$ cat src/rtl/hazard_unit_pkg.sv
// Shared types and constants for the forwarding / interlock / flush controller.
// Scoreboard rd is stored zero-extended to RA_MAX bits so one entry type serves any RA_W <= RA_MAX.
package hazard_unit_pkg;

   localparam int RA_MAX   = 8;

   localparam int FL_IFID  = 0;
   localparam int FL_IDEX  = 1;
   localparam int FL_EXMEM = 2;

   typedef struct packed {
      logic              valid;
      logic [RA_MAX-1:0] rd;
      logic              regwrite;
      logic              memread;
   } sb_entry_t;

   function automatic int sel_w(input int stages);
      return $clog2(stages + 1);
   endfunction

endpackage

$ cat src/rtl/hazard_match.sv
// Priority match of one source register against a scoreboard slice; sel = 1 + index of the
// youngest (lowest-index) matching producer, 0 when nothing matches.
module hazard_match
   import hazard_unit_pkg::*;
#(
   parameter int  RA_W            = 5,
   parameter int  NENT            = 2,
   parameter int  SKIP_LOAD_BELOW = 0,
   localparam int SELW            = $clog2(NENT + 1)
) (
   input  logic [RA_W-1:0]      rs,
   input  logic                 rs_used,
   input  sb_entry_t [NENT-1:0] ents,
   output logic [SELW-1:0]      sel
);

   // Scan oldest to youngest so the youngest hit overwrites; loads whose data is not yet
   // available (index below SKIP_LOAD_BELOW) are not candidates at all.
   always_comb begin
      sel = '0;
      for (int k = NENT - 1; k >= 0; k--) begin
         if (rs_used && (rs != '0) && ents[k].valid && ents[k].regwrite
             && (ents[k].rd == RA_MAX'(rs))
             && !(ents[k].memread && (k < SKIP_LOAD_BELOW)))
            sel = SELW'(k + 1);
      end
   end

endmodule

$ cat src/rtl/hazard_unit.sv
// Forwarding select, load-use interlock and branch flush controller for the in-order core.
// Scoreboard entry s0 is the instruction in EX; s1..sF are the stages behind it.
module hazard_unit
   import hazard_unit_pkg::*;
#(
   parameter int  RA_W       = 5,
   parameter int  NUM_SRC    = 2,
   parameter int  FWD_STAGES = 2,
   parameter int  LOAD_LAT   = 1,
   parameter int  BR_STAGE   = 1,
   parameter int  CNT_W      = 32,
   localparam int SW         = sel_w(FWD_STAGES)
) (
   input  logic                    clk,
   input  logic                    rst,
   input  logic                    id_valid,
   input  logic [NUM_SRC*RA_W-1:0] id_rs,
   input  logic [NUM_SRC-1:0]      id_rs_used,
   input  logic [RA_W-1:0]         id_rd,
   input  logic                    id_regwrite,
   input  logic                    id_memread,
   input  logic                    br_taken,
   output logic [NUM_SRC*SW-1:0]   fwd_sel,
   output logic                    stall,
   output logic [BR_STAGE+1:0]     flush,
   output logic [CNT_W-1:0]        stall_cnt
);

   localparam int STW = sel_w(FWD_STAGES + 1);

   sb_entry_t [FWD_STAGES:0] sb_q, sb_d;
   logic [NUM_SRC*RA_W-1:0]  ex_rs_q, ex_rs_d;
   logic [NUM_SRC-1:0]       ex_used_q, ex_used_d;
   logic [CNT_W-1:0]         stall_cnt_q, stall_cnt_d;
   logic [SW-1:0]            fwd_raw [NUM_SRC];
   logic [STW-1:0]           st_sel  [NUM_SRC];
   logic                     stall_raw;
   logic                     id_load;

   for (genvar i = 0; i < NUM_SRC; i++) begin : g_src
      hazard_match #(
         .RA_W(RA_W), .NENT(FWD_STAGES), .SKIP_LOAD_BELOW(LOAD_LAT)
      ) u_fwd (
         .rs(ex_rs_q[i*RA_W +: RA_W]), .rs_used(ex_used_q[i]),
         .ents(sb_q[FWD_STAGES:1]), .sel(fwd_raw[i])
      );

      hazard_match #(
         .RA_W(RA_W), .NENT(FWD_STAGES + 1), .SKIP_LOAD_BELOW(0)
      ) u_stall (
         .rs(id_rs[i*RA_W +: RA_W]), .rs_used(id_rs_used[i]),
         .ents(sb_q), .sel(st_sel[i])
      );
   end

   // Stall only when the youngest producer of a used ID source is a load still inside its latency window.
   always_comb begin
      stall_raw = 1'b0;
      for (int i = 0; i < NUM_SRC; i++) begin
         for (int j = 0; j < LOAD_LAT; j++) begin
            if ((st_sel[i] == STW'(j + 1)) && sb_q[j].memread)
               stall_raw = 1'b1;
         end
      end
      stall = stall_raw && !br_taken && !rst;
      flush = {(BR_STAGE + 2){br_taken && !rst}};
      fwd_sel = '0;
      for (int i = 0; i < NUM_SRC; i++)
         fwd_sel[i*SW +: SW] = rst ? '0 : fwd_raw[i];
   end

   always_comb begin
      id_load = id_valid && !stall && !flush[FL_IDEX];
      sb_d    = '0;
      for (int k = 1; k <= FWD_STAGES; k++) begin
         sb_d[k] = sb_q[k-1];
         if (br_taken && (k <= BR_STAGE))
            sb_d[k].valid = 1'b0;
      end
      if (id_load) begin
         sb_d[0].valid    = 1'b1;
         sb_d[0].rd       = RA_MAX'(id_rd);
         sb_d[0].regwrite = id_regwrite;
         sb_d[0].memread  = id_memread;
      end
      ex_rs_d     = id_load ? id_rs : '0;
      ex_used_d   = id_load ? id_rs_used : '0;
      stall_cnt_d = stall_cnt_q;
      if (stall && (stall_cnt_q != '1))
         stall_cnt_d = stall_cnt_q + CNT_W'(1);
   end

   always_ff @(posedge clk or posedge rst) begin
      if (rst) begin
         sb_q        <= '0;
         ex_rs_q     <= '0;
         ex_used_q   <= '0;
         stall_cnt_q <= '0;
      end else begin
         sb_q        <= sb_d;
         ex_rs_q     <= ex_rs_d;
         ex_used_q   <= ex_used_d;
         stall_cnt_q <= stall_cnt_d;
      end
   end

   assign stall_cnt = stall_cnt_q;

endmodule

$ cat config.mk
export PLATFORM = sky130hd
export DESIGN_NAME = hazard_unit
export DESIGN_NICKNAME = d
export VERILOG_FILES = /design/src/rtl/hazard_unit_pkg.sv /design/src/rtl/hazard_match.sv /design/src/rtl/hazard_unit.sv
export SDC_FILE = /design/constraint.sdc
export NUM_CORES = 1
export LEC_CHECK = 0
export ABC_AREA = 1
export CAP_MARGIN = 25
export CORE_ASPECT_RATIO = 0.7
export CORE_UTILIZATION = 58
export DETAILED_ROUTE_END_ITERATION = 10
export PLACE_DENSITY = 0.85
export SLEW_MARGIN = 20
export SYNTH_ARGS = -nofsm -noshare
export SYNTH_HDL_FRONTEND = slang
export SYNTH_SLANG_ARGS = --single-unit
$ cat constraint.sdc
create_clock -name clk -period 8.3 [get_ports clk]
set_clock_uncertainty 0.2 [all_clocks]
set_input_delay 1.66 -clock clk [delete_from_list [all_inputs] [get_ports clk]]
set_output_delay 1.66 -clock clk [all_outputs]
set_load 0.005 [all_outputs]
Yosys cells after proc, flatten, opt, wreduce, memory -nomap -nowiden
Index checks and enable logic that the tools add are counted.
{ "totals": {"register_bits": 76, "in_bits": 23, "output_inout_bits": 40, "word_cells": 99} }
{ "op_classes": {"n_addsub": 1, "n_eq_ne": 13, "muxes": 18, "reduce_logical": 53} }
{ "op_table": {"columns": ["op", "n"], "rows": [
  ["$eq 8x5->1", 10],
  ["$logic_and 1x1->1", 44],
  ["$add 32x1->32 const B", 1],
  ["$ne 32x32->1 const B", 1],
  ["$mux 2", 13],
  ["$reduce_bool 5->1", 4],
  ["$mux 11", 1],
  ["$mux 10", 1],
  ["$logic_not 1->1", 5],
  ["$eq 2x1->1 const B", 2],
  ["$mux 1", 3]
]} }

Depth between registers and ports, before layout
Gate-level depths: netlist of run 1.
{ "logic_depth": {"word_depth": 18, "depth_mapped": 11, "ltp_nobuf": 10} }

By module
Synthesis of run 1 repeated with hierarchy kept, for this count alone.
{ "hier_totals": {"cells_unflattened": 791, "hier_area_um2": 4810.9} }
{ "modules_own_cells": {"columns": ["module", "n_inst", "cells_per_inst", "area_each_um2", "seq_area_each_um2"], "rows": [
  ["hazard_unit", 1, 451, 3377.0, 1701.6],
  ["hazard_match at g_src[0].u_stall ...", 2, 99, 426.7, 0.0],
  ["hazard_match at g_src[0].u_fwd ...", 2, 71, 290.3, 0.0]
]} }

Worst setup path before layout of run 1
OpenSTA, ideal clock, no wires.
{ "synth_path": {"path_kind": "input -> output", "from": "input rst", "to": "output fwd_sel[1]", "arrival_ns": 3.830, "required_ns": 6.440, "slack_ns": 2.610, "cell_stages": 5, "path_buffers": 0, "cell_sequence": "inv_1 nand3_1 nor4_1 nand3_1 nor2_1"} }
{ "synth_between": {"elab_chain_cells": 1} }
{ "synth_rtl": {"columns": ["element", "line_no", "text"], "rows": [
  ["start, declared", "hazard_unit.sv:15", "input logic rst,"],
  ["$mux 2", "hazard_unit.sv:69", "fwd_sel[i*SW +: SW] = rst ? '0 : fwd_raw[i];"],
  ["end, declared", "hazard_unit.sv:23", "output logic [NUM_SRC*SW-1:0] fwd_sel,"]
]} }
Every way passes these cells.

Worst setup path in the final report of run 1
{ "layout_path": {"from": "input rst", "to": "output fwd_sel[3]"} }
The elaborated chain is that of the path after synthesis.

==> results of run 1 <==
Yosys cell counts:
| cell type | number | area (um^2) |
|---|---|---|
| nand2_1 | 202 | 758.2 |
| nor2_1 | 90 | 337.8 |
| dfrtp_1 | 67 | 1677 |
| inv_1 | 52 | 195.2 |
| nand4_1 | 35 | 219.0 |
| xor2_1 | 21 | 183.9 |
| nand3_1 | 16 | 80.08 |
| nand3b_1 | 16 | 120.1 |
| xnor2_1 | 9 | 78.83 |
| o21ai_0 | 7 | 35.03 |
| clkbuf_1 | 6 | 22.52 |
| buf_2 | 5 | 25.02 |
| nand3_2 | 4 | 40.04 |
| nor3_1 | 4 | 20.02 |
| a21oi_1 | 3 | 15.01 |
| buf_6 | 3 | 33.78 |
| buf_4 | 2 | 15.01 |
| nor3b_1 | 2 | 15.01 |
| nor4_1 | 2 | 12.51 |
| o21ai_1 | 2 | 10.01 |
| ha_1 | 1 | 12.51 |
| inv_2 | 1 | 3.750 |
| nor2_2 | 1 | 6.260 |
| nor2_4 | 1 | 11.26 |
report_power, final:
part	leakage [nW]	switching, mW	internal [mW]
Sequential	0.908	0.00975	0.335
Combinational	1.30	0.0262	0.0214
Clock	0.0954	0.126	0.145
Total	2.30	0.162	0.502
worst reg2reg max path: cells and delay by family (launching register included):
family	cells	cell delay (ps)
DFF	1	510
adders and majority gates	1	380
and+or+nand+nor	8	2170
kinds of logic (layout without fill, tap and decap cells):
group,after synthesis,in the layout,share of synthesized area [%]
simple gates,373,373,41.26
compound gates,12,12,1.529
buf+inv,69,133,7.518
fa+ha+maj,1,1,0.3185
xor+xnor,30,30,6.690
flops,67,67,42.69
layer usage:
metal | wire, um | track usage (%) | vias up
met1 | 5469 | 53.27 | 1745
li1 | - | - | 1853
met2 | 3978 | 41.40 | 186
met4 | 96 | 8.696 | 0
met3 | 942 | 6.917 | 12
met5 | 0 | 0 | -
worst max-delay path by stage:
stage                       endpoint  slack [ps]
final                     fwd_sel[3]        2500
after global routing      fwd_sel[3]        2290
after CTS                 fwd_sel[3]        2460
after detailed placement  fwd_sel[3]        2480
after global placement    fwd_sel[3]        2580
after floorplan           fwd_sel[1]        2610
sequential cells by signal (all words and copies together) (netlist names):
name,flops
sb_d,15
stall_cnt,32
sb_q,8
ex_used_q,2
ex_rs_q,10
final cells by class:
type | instances | area, um^2
multi-input cells | 416 | 1958
fillers | 504 | 1583
repair buffers | 65 | 643.1
clock inverters | 4 | 51.30
clock buffers | 11 | 141.4
well taps | 91 | 113.9
flip-flops and latches | 67 | 1677
inverters | 53 | 198.9
stage by stage:
stage	setup slack [ps]	hold WS [ps]	instances	util (%)
floorplan	2610	153.5	552	-
global placement	2576	160.8	692	72.11
detailed placement	2477	162.6	692	72.11
CTS	2462	174.5	707	75.14
global route	2286	196.6	707	75.14
finish	2497	173.2	707	75.14
==> reports/metrics.yaml, run 1 <==
clock_network:
  insertion_delay_ps: 360
  root_buffer: "clkbuf_8"
  holdBufCountCts: 0
  cts_made_buffers: 9
  clockBufferDepth: 2
  htreeDepth: 3
  cts_tree: "built"
  cts_resized: 0
  clkSinkCount: 67
  cts_setup_buffers: 0
  cts.clk_slew.worst_paths_ps: 70
yosys:
  syn-num-nets: 576
  synth-seq-area-share_pct: 42.69
  syn_area_um2: 3928
  syn_inst: 552
  synth.distinct_cells: 24
  yosys_warnings: 0
  synth.ff_latch_count: 67
  avgSynthCellArea_um2: 7.115
sta:
  grt_setup_unrepaired: "no"
  final_max_slew_viol_count: 0
  hold_violations: 0
  finalCritPeriodShare_pct: 69.91
  min_period_ps: 5803
  maxSlewHeadroom_pct: 51.26
  timing.fmax_mhz: 172.3
  final.setup.tns_ps: 0
  tightest_slew_ps: 730.2
  setup_violations: 0
floorplan:
  die_y_um: 70.85
  rows: 24
  die_area_um2: 7110
  ioPinCount: 63
  start_util_pct: 61.69
  die_w_um: 100.4
  core_area_um2: 6366
global_routing:
  antenna_found_initial: 0
  grt_max_degree: 39
  grt_pass1_wl_mm: 17.16
  grtUsageTotal_pct: 32.16
  grt_pass1_vias: 3392
  grt-ovfl-total: 0
power_and_ir_drop:
  power_density_nw_per_um2: 138.7
  p_total_mw: 0.6634
  peakVddDrop_v: 0.0001135
  p_leak_nw: 2.300
worst_setup_path:
  critPathBufInv: 3
  critical_path_class: "in -> out"
  cpLargestDelayFamily: "buffers and inverters"
  start_kind: "primary input"
  reg2reg_from: "stall_cnt[0]$_DFFE_PP0P_"
  crit_start: "rst"
  worstPathArrival_ps: 3940
  reg2reg_depth: 9
  worst-endpoint-required_ps: 6440
  critPathCaptureType: "output port"
  timing.rr.end: "stall_cnt[20]$_DFFE_PP0P_"
  crit_cells: 7
  crit_path_cell_trace: "clkdlybuf4s50_1 -> inv_2 -> nand3_1 -> nor4_1 -> nand3_1 -> nor2_1 -> clkdlybuf4s50_1"
  regToRegSetupSlack_ps: 4970
  worst_path_max_delay_cell: "inv_2"
  slowest_delay_ps: 510
  path_max_fanout: 32
route:
  remaining_drc_errors: 0
  drt_pass1_iterations: 5
  routed_wl_mm: 10.49
  wl_per_cell_um: 14.83
  viasPerCell: 5.369
  via_count: 3796
  drt_iter0_markers: 374
  postRouteAntennaNets: 0
worst_hold_path:
  min_from: "sb_d[11]$_DFF_PP0_"
  hold_depth: 0
  hold_path_end: "sb_d[22]$_DFF_PP0_"
  hold_class: "reg -> reg"
finish:
  final_cell_mix: "202 x nand2_1, 89 x nor2_1, 67 x dfrtp_1, 62 x clkdlybuf4s50_1, 51 x inv_1"
  finish.instance_area_um2: 4783
  final_common_cell: "nand2_1"
  drive_gt1_share_pct: 4.221
  fin_nets: 636
  diodes: 0
  syn_to_final_growth_pct: 21.79
placement:
  place.gp.congestion: 0.9421
  dpl_cell_area_um2: 4591
  dp_hpwl_mm: 7.783
  port_buffers: 62
run:
  cap_violations: 0
outcome:
  status: "complete, no violations"
Power figures use the tool's default switching activity.
==> run 2: changes to the inputs <==
Settings changed: CORE_UTILIZATION 58 to 54, PLACE_DENSITY 0.85 to 0.79.
Clock period 8.3 ns to 5.7 ns, I/O delays scaled along.
==> run 2 against run 1 <==
Against the previous run: clock power increased by 34%; design area fell by 0.21%; final cell count grew 0.57%; clock-buffer cell count unchanged; flip-flop and latch count did not move; register-to-register slack got worse by 2500 ps; sequential power is 46% higher; sequential share of layout area up 0.074 points; global-route usage shrank 2.0 points; critical path type unchanged.
==> reports/metrics.yaml, run 2 (synthesis results as in run 1) <==
route:
  top_layer: "met4"  # unchanged
  wl_per_cell_um: 15.00  # was 14.83 um
  routed-wl-met3_um: 911  # was 942 um
  drt_iter0_markers: 313  # was 374
  postRouteAntennaNets: 0  # unchanged
  via_count: 3777  # was 3796
  met1Wirelength_mm: 5.711  # was 5.469 mm
  viasPerCell: 5.312  # was 5.369
  wl_met2_mm: 3.973  # was 3.978 mm
  drt_pass1_iterations: 5  # unchanged
  routed_wl_mm: 10.66  # was 10.49 mm
  remaining_drc_errors: 0  # unchanged
sta:
  maxSlewHeadroom_pct: 44.18  # was 51.26%
  hold_slack_ps: 185.5  # was 173.2 ps
  timing.fmax_mhz: 238.0
  min_period_ps: 4202
  grt_setup_unrepaired: "no"  # unchanged
  finalCritPeriodShare_pct: 73.71
  final_max_slew_viol_count: 0  # unchanged
  hold_violations: 0  # unchanged
  tightest_slew_ps: 837.3  # was 730.2 ps
  final.setup.tns_ps: 0  # unchanged
  setup_violations: 0  # unchanged
power_and_ir_drop:
  p_leak_nw: 2.290  # was 2.300 nW
  pwr-share-comb_pct: 7.5  # was 7.2%
  p_int_mw: 0.6902  # was 0.5019 mW
  clockPowerShare_pct: 38.8  # was 40.8%
  switching_share_pct: 26.18  # was 24.35%
  power_density_nw_per_um2: 195.9  # was 138.7 nW/um^2
  pwr-share-seq_pct: 53.7  # was 52.0%
  peakVddDrop_v: 0.0001751  # was 0.0001135 V
  switchingPower_mw: 0.2449  # was 0.1615 mW
finish:
  final_common_cell: "nand2_1"  # unchanged
  diodes: 0  # unchanged
  finish.instance_area_um2: 4773  # was 4783 um^2
  final_cell_mix: "202 x nand2_1, 89 x nor2_1, 67 x dfrtp_1, 62 x clkdlybuf4s50_1, 51 x inv_1"  # unchanged
  largest_reg_flops: 32  # unchanged
  syn_to_final_growth_pct: 21.54  # was 21.79%
  drive_gt1_share_pct: 4.376  # was 4.221%
  fillers: 590  # was 504
  fin_nets: 636  # unchanged
clock_network:
  cts_setup_buffers: 0  # unchanged
  cts_tree: "built"  # unchanged
  htreeDepth: 3  # unchanged
  insertion_delay_ps: 350  # was 360 ps
  cts.clk_slew.worst_paths_ps: 80  # was 70 ps
  clockBufferDepth: 2  # unchanged
  holdBufCountCts: 0  # unchanged
  clkSinkCount: 67  # unchanged
  cts_resized: 0  # unchanged
  root_buffer: "clkbuf_8"  # unchanged
  cts_made_buffers: 9  # unchanged
worst_hold_path:
  hold_class: "reg -> reg"  # unchanged
placement:
  port_buffers: 62  # unchanged
  dp_hpwl_mm: 7.838  # was 7.783 mm
  dpl_cell_area_um2: 4594  # was 4591 um^2
  place.gp.congestion: 0.9413  # was 0.9421
worst_setup_path:
  worstPathArrival_ps: 2860  # was 3940 ps
  path_max_fanout: 5  # was 32
  critPathCaptureType: "output port"  # unchanged
  start_kind: "primary input"  # unchanged
  critical_path_class: "in -> out"  # unchanged
  worst-endpoint-required_ps: 4360  # was 6440 ps
  regToRegSetupSlack_ps: 2430  # was 4970 ps
floorplan:
  die_w_um: 103.9  # was 100.4 um
  die_y_um: 73.35  # was 70.85 um
  core_area_um2: 6882  # was 6366 um^2
  start_util_pct: 57.07  # was 61.69%
  die_area_um2: 7623  # was 7110 um^2
  ioPinCount: 63  # unchanged
  rows: 25  # was 24
global_routing:
  grt-ovfl-total: 0  # unchanged
  antenna_found_initial: 0  # unchanged
  grt_max_degree: 68  # was 39
  grt_pass1_wl_mm: 17.49  # was 17.16 mm
  grtUsageTotal_pct: 30.19  # was 32.16%
  grt_pass1_vias: 3386  # was 3392
outcome:
  status: "complete, no violations"  # unchanged
run:
  cap_violations: 0  # unchanged
==> run 2: final timing paths <==
path	end	start	cells after the start
setup / recovery	fwd_sel[1]	rst	7
hold / removal	sb_q[32]$_DFF_PP0_	sb_d[32]$_DFF_PP0_	0
setup reg to reg	stall_cnt[25]$_DFFE_PP0P_	stall_cnt[0]$_DFFE_PP0P_	9
hold reg to reg	sb_q[32]$_DFF_PP0_	sb_d[32]$_DFF_PP0_	0
max in group asynchronous	stall_cnt[31]$_DFFE_PP0P_	rst	3
min in group asynchronous	ex_used_q[1]$_DFF_PP0_	rst	3
==> run 2: critical path: stages <==
cell	delay (ps)
clkdlybuf4s50_1	500
inv_2	110
nand3_1	90
nor4_1	290
nand3_1	110
nor2_1	120
clkdlybuf4s50_1	510
==> run 2: routing by layer <==
| metal | GRT usage (%) | vias to the layer above |
|---|---|---|
| li1 | - | 1861 |
| met2 | 38.96 | 183 |
| met3 | 5.146 | 7 |
| met1 | 50.06 | 1726 |
| met4 | 8.095 | 0 |
| met5 | 0 | - |
==> run 2: cell type report <==
| type | count | area [um^2] | area share, % |
|---|---|---|---|
| multi-input combinational | 416 | 1958 | 41.02 |
| sequential | 67 | 1677 | 35.12 |
| timing repair buffer | 65 | 643.1 | 13.47 |
| inverter | 53 | 198.9 | 4.168 |
| clock buffer | 11 | 141.4 | 2.962 |
| tap | 94 | 117.6 | 2.464 |
| clock inverter | 5 | 37.54 | 0.7864 |
==> run 2: power by group through the flow <==
stage                     combinational [mW]  clock, mW  sequential [mW]
final                                 0.0700      0.363            0.502
after global routing                  0.0800      0.392            0.503
after CTS                             0.0703      0.373            0.501
after detailed placement              0.0700          0            0.511
after global placement                0.0687          0            0.510
after floorplan                       0.0408          0            0.506
==> run 2: per-stage QoR <==
stage,std cells,worst slack (ps),total power [mW],util [%]
after global routing,711,1390,0.9746,69.36
after CTS,711,1512,0.9447,69.36
after detailed placement,695,1529,0.5806,66.76
after floorplan,552,1050,0.5466,-
final,711,1498,0.9351,69.36
after global placement,695,1584,0.5784,66.76
